**config.mk**
```make
export PLATFORM = sky130hd
export DESIGN_NAME = alu_share_ctrl
export DESIGN_NICKNAME = d
export VERILOG_FILES = /design/src/rtl/alu_ctrl_pkg.sv /design/src/rtl/rr_arbiter2.sv /design/src/rtl/alu_share_ctrl.sv
export SDC_FILE = /design/constraint.sdc
export NUM_CORES = 1
export LEC_CHECK = 0
export ABC_AREA = 1
export CAP_MARGIN = 15
export CORE_MARGIN = 8
export CORE_UTILIZATION = 44
export DETAILED_ROUTE_END_ITERATION = 10
export DONT_BUFFER_PORTS = 1
export PLACE_DENSITY = 0.69
export SYNTH_ARGS = -nofsm -noshare
export SYNTH_HDL_FRONTEND = slang
export SYNTH_HIERARCHICAL = 1
export SYNTH_SLANG_ARGS = --single-unit
```
**constraint.sdc**
```tcl
create_clock -name clk -period 4.9 [get_ports clk]
set_clock_uncertainty 0.2 [all_clocks]
set_input_delay 0.98 -clock clk [delete_from_list [all_inputs] [get_ports clk]]
set_output_delay 0.98 -clock clk [all_outputs]
set_load 0.1 [all_outputs]
```
**src/rtl/alu_ctrl_pkg.sv**
```systemverilog
// Shared definitions for the ALU sharing controller.
//   ALU_OP_*   : 3-bit ALU SELECT codes; codes with bit 2 set are illegal
//   LAT_W      : width of the settle-time wait counter
//   state_e    : sequencer state encoding (idle / waiting on ALU / response pending)
//   op_is_legal: true for the four supported ALU operations
package alu_ctrl_pkg;

   localparam logic [2:0] ALU_OP_FWD = 3'b000;
   localparam logic [2:0] ALU_OP_ADD = 3'b001;
   localparam logic [2:0] ALU_OP_AND = 3'b010;
   localparam logic [2:0] ALU_OP_OR  = 3'b011;

   localparam int unsigned LAT_W = 4;

   typedef enum logic [1:0] {
      StIdle = 2'd0,
      StWait = 2'd1,
      StResp = 2'd2
   } state_e;

   function automatic logic op_is_legal(input logic [2:0] op);
      return ~op[2];
   endfunction

endpackage

```
**src/rtl/rr_arbiter2.sv**
```systemverilog
// Two-way round-robin arbiter, purely combinational.
//   valid0/valid1 : requester has an operation
//   last_grant    : requester granted most recently
//   enable        : arbitration allowed this cycle
//   grant         : winning requester id
//   grant_valid   : a grant is issued this cycle
module rr_arbiter2 (
   input  logic valid0,
   input  logic valid1,
   input  logic last_grant,
   input  logic enable,
   output logic grant,
   output logic grant_valid
);

   always_comb begin
      grant_valid = enable & (valid0 | valid1);
      // On contention the requester that did not win last time goes first.
      if (valid0 && valid1) begin
         grant = ~last_grant;
      end else begin
         grant = valid1;
      end
   end

endmodule

```
**src/rtl/alu_share_ctrl.sv**
```systemverilog
// Shares one ALU between two requesters: round-robin accepts an operation over a valid/ready
// handshake, drives the ALU, waits LATENCY cycles, then returns the captured result on a single
// response channel tagged with the requester id.
//   clk, rst_n                     : clock (rising edge), asynchronous active-low reset
//   req0_* / req1_*                : requester channels (valid, ready, op, a, b)
//   rsp_*                          : response channel (valid, ready, id, result, zero, err)
//   alu_data1/alu_data2/alu_select : ALU operand and select drive
//   alu_result/alu_zero            : ALU outputs, sampled after the settle time
//   busy                           : sequencer is not idle
module alu_share_ctrl
   import alu_ctrl_pkg::*;
#(
   parameter int unsigned WIDTH   = 8,
   parameter int unsigned LATENCY = 2
) (
   input  logic             clk,
   input  logic             rst_n,
   input  logic             req0_valid,
   output logic             req0_ready,
   input  logic [2:0]       req0_op,
   input  logic [WIDTH-1:0] req0_a,
   input  logic [WIDTH-1:0] req0_b,
   input  logic             req1_valid,
   output logic             req1_ready,
   input  logic [2:0]       req1_op,
   input  logic [WIDTH-1:0] req1_a,
   input  logic [WIDTH-1:0] req1_b,
   output logic             rsp_valid,
   input  logic             rsp_ready,
   output logic             rsp_id,
   output logic [WIDTH-1:0] rsp_result,
   output logic             rsp_zero,
   output logic             rsp_err,
   output logic [WIDTH-1:0] alu_data1,
   output logic [WIDTH-1:0] alu_data2,
   output logic [2:0]       alu_select,
   input  logic [WIDTH-1:0] alu_result,
   input  logic             alu_zero,
   output logic             busy
);

   localparam logic [LAT_W-1:0] CntInit = LAT_W'(LATENCY - 1);

   state_e           state_q, state_d;
   logic [LAT_W-1:0] cnt_q;
   logic             last_grant_q;
   logic             rsp_id_q, rsp_zero_q, rsp_err_q;
   logic [WIDTH-1:0] rsp_result_q, alu_data1_q, alu_data2_q;
   logic [2:0]       alu_select_q;

   logic             grant, grant_valid, arb_enable;
   logic [2:0]       sel_op;
   logic [WIDTH-1:0] sel_a, sel_b;

   // Gated by rst_n so ready stays low while reset is held.
   assign arb_enable = (state_q == StIdle) & rst_n;

   rr_arbiter2 u_arb (
      .valid0      (req0_valid),
      .valid1      (req1_valid),
      .last_grant  (last_grant_q),
      .enable      (arb_enable),
      .grant       (grant),
      .grant_valid (grant_valid)
   );

   always_comb begin
      sel_op = grant ? req1_op : req0_op;
      sel_a  = grant ? req1_a  : req0_a;
      sel_b  = grant ? req1_b  : req0_b;
   end

   // State register
   always_ff @(posedge clk or negedge rst_n) begin
      if (!rst_n) begin
         state_q <= StIdle;
      end else begin
         state_q <= state_d;
      end
   end

   // Next-state logic
   always_comb begin
      state_d = state_q;
      unique case (state_q)
         StIdle: begin
            if (grant_valid) begin
               // Illegal ops never touch the ALU and respond on the next cycle.
               state_d = op_is_legal(sel_op) ? StWait : StResp;
            end
         end
         StWait: begin
            if (cnt_q == '0) begin
               state_d = StResp;
            end
         end
         StResp: begin
            if (rsp_ready) begin
               state_d = StIdle;
            end
         end
         default: state_d = StIdle;
      endcase
   end

   // Outputs
   always_comb begin
      rsp_valid  = (state_q == StResp);
      busy       = (state_q != StIdle);
      req0_ready = grant_valid & ~grant;
      req1_ready = grant_valid & grant;
      rsp_id     = rsp_id_q;
      rsp_result = rsp_result_q;
      rsp_zero   = rsp_zero_q;
      rsp_err    = rsp_err_q;
      alu_data1  = alu_data1_q;
      alu_data2  = alu_data2_q;
      alu_select = alu_select_q;
   end

   // Datapath: operand latch, wait counter and response capture
   always_ff @(posedge clk or negedge rst_n) begin
      if (!rst_n) begin
         cnt_q        <= '0;
         last_grant_q <= 1'b1;
         rsp_id_q     <= 1'b0;
         rsp_result_q <= '0;
         rsp_zero_q   <= 1'b0;
         rsp_err_q    <= 1'b0;
         alu_data1_q  <= '0;
         alu_data2_q  <= '0;
         alu_select_q <= '0;
      end else begin
         unique case (state_q)
            StIdle: begin
               if (grant_valid) begin
                  rsp_id_q     <= grant;
                  last_grant_q <= grant;
                  if (op_is_legal(sel_op)) begin
                     alu_select_q <= sel_op;
                     alu_data1_q  <= sel_a;
                     alu_data2_q  <= sel_b;
                     cnt_q        <= CntInit;
                  end else begin
                     rsp_result_q <= '0;
                     rsp_zero_q   <= 1'b0;
                     rsp_err_q    <= 1'b1;
                  end
               end
            end
            StWait: begin
               if (cnt_q == '0) begin
                  rsp_result_q <= alu_result;
                  rsp_zero_q   <= alu_zero;
                  rsp_err_q    <= 1'b0;
               end else begin
                  cnt_q <= cnt_q - 1'b1;
               end
            end
            default: ;
         endcase
      end
   end

endmodule

```
==> flow_summary.ini <==
[run_status]
status = finished clean

[worst_setup_path]
path_class = reg -> out
cp-start-kind = register
cp_max_fo = 4
ff2ff_setup_slack_ns = 2.31
slowest_stage = inv_1
cp-endpoint = req1_ready
startpoint = state_q[1]
worstReg2RegEnd = alu_data1[4]
crit_arrival_ns = 2.28
rr_worst_depth = 11
reg2reg_from = state_q[1]
required_ns = 3.72
path_cells = inv_2 > nand2_2 > nor2_1 > inv_1 > nor2_1 > nand2_1 > inv_1
end_kind = output pin
slowest_delay_ns = 0.64

[sta]
finalCritPeriodShare_pct = 70.6
final_hold_viol_count = 0
slew_viol_final = 0
setup_slack_ns = 1.44
rsz0062_at_grt = false
fin_setup_tns_ns = 0
tightest_slew_ns = 1.12
finalCriticalPeriod_ns = 3.46
max_freq_mhz = 289
setup_viol = 0
max_slew_margin_pct = 25.0

[finish]
finish.instance_area_sq_mm = 0.00192
multi_input_comb_area_sq_um = 758
final_layout_size_suffix_gt1_share_pct = 9.49
num_antenna_cells = 0
fillers = 400
fin_nets = 306
area_growth_pct = 7.93
final_cells = 303
mostFrequentLayoutCells = 157 x nand2_1, 35 x dfrtp_1, 14 x inv_1, 10 x nor2_1
ff_latch_area_sq_um = 902
final_common_cell = nand2_1

[global_route]
grtUsageTotal_pct = 12.9
grt_first_pass_wirelength_mm = 6.53
gr-total-overflow = 0
grt_pass1_vias = 1371
grt_max_degree = 38
antenna_found_initial = 0

[clock_tree]
numCtsBuffers = 5
postCtsSetupBuffers = 0
clk_latency_ns = 0.29
cts.sinks = 36
cts_resized = 0
hold_buffers = 0
cts_tree = built
clockRootBuffer = clkbuf_8
htreeDepth = 2
cts_max_path_buffers = 2
clk_pin_slew_ns = 0.08

[route]
via_per_inst = 4.70
drt_iter0_drc = 78
wirelength_mm = 4.08
first_pass_iters = 4
vias = 1423
post_drt_wl_per_cell_um = 13.5
antenna_left = 0
route.detailed.drc = 0

[logic_synthesis]
syn_area_per_cell_sq_um = 7.10
synth_seq_cells = 36
yosysSeqAreaShare_pct = 50.6
synthesis.area_sq_mm = 0.00178
synth_cells = 251
synthesis.nets = 305
yosys_warnings = 6
yosysUniqueCellTypes = 19

[die]
num_io_pins = 86
initial_core_util_pct = 45.2
dieArea_sq_mm = 0.00634
coreArea_sq_mm = 0.00394
rows = 23
die_w_um = 79.7
die_y_um = 79.7

[placed_design]
portBuffers = 0
dp_cells = 295
place_hpwl_mm = 3.13
gp_congestion = 0.753
post_dp_cell_area_sq_mm = 0.00181
pre_cts_slack_ns = 1.67

[min_path]
min_path_type = in -> async

[run]
cap_violations = 0
-- flip-flops by register name, summed over array words and instances, names as in the netlist --
signal / count
alu_data1: 8
alu_data2: 8
rsp_result: 8
cnt_q: 4
alu_select: 2
state_q: 2
last_grant_q: 1
rsp_err: 1
rsp_id: 1
rsp_zero: 1
-- how the worst min path moves through the flow --
stage            startpoint       endpoint
3_3_place_gp   last_grant_q   last_grant_q
3_5_place_dp   last_grant_q   last_grant_q
5_1_grt               rst_n  rsp_result[5]
4_1_cts               rst_n  rsp_result[6]
2_1_floorplan  last_grant_q   last_grant_q
6_report              rst_n     state_q[1]
-- cell type report --
cell class | instances | area share [%]
Sequential cell | 36 | 46.9
Inverter | 19 | 3.71
Clock buffer | 5 | 3.58
Tap cell | 50 | 3.25
Clock inverter | 3 | 2.41
Timing Repair Buffer | 2 | 0.780
Multi-Input combinational cell | 188 | 39.4
-- per-stage QoR --
step | hold WS, ns | utilization [%]
floorplan | 0.250 | -
global placement | 0.261 | 45.9
detailed placement | 0.267 | 45.9
CTS | 0.170 | 48.8
global route | 0.157 | 48.8
finish | 0.183 | 48.8
-- per-layer routing --
layer,global-route usage (%),share of wire [%]
met1,14.6,40
met2,19.6,44
met3,8.22,15
met4,3.89,0.66
met5,0,0
-- cells in the mapped netlist (all sizes together) --
library cell,n,area [sq um]
nand3,4,20.0
clkbuf,1,3.75
ha,2,25.0
conb,1,3.75
dfrtp,35,876
nand2,159,602
inv,19,71.3
a21oi,2,13.8
buf,7,52.5
nor2,15,63.8
dfstp,1,26.3
o21ai,5,25.0
-- cell families (layout without fill, tap and decap cells) --
| group | Yosys count | in the layout | synth area share [%] |
|---|---|---|---|
| flops | 36 | 36 | 50.6 |
| buf+inv | 27 | 29 | 7.16 |
| simple gates | 178 | 178 | 38.5 |
| other cells | 1 | 1 | 0.210 |
| fa+ha+maj | 2 | 2 | 1.40 |
| compound gates | 7 | 7 | 2.18 |
-- critical path, delay by kind of cell, from the launching register on --
family,cells,cell delay (ns)
flops,1,0.41
buf+inv,3,0.77
simple gates,4,0.80
Power is left out: the tool's default activity adds up to more than one toggle a clock period on the data nets, which glitch-free logic cannot reach.
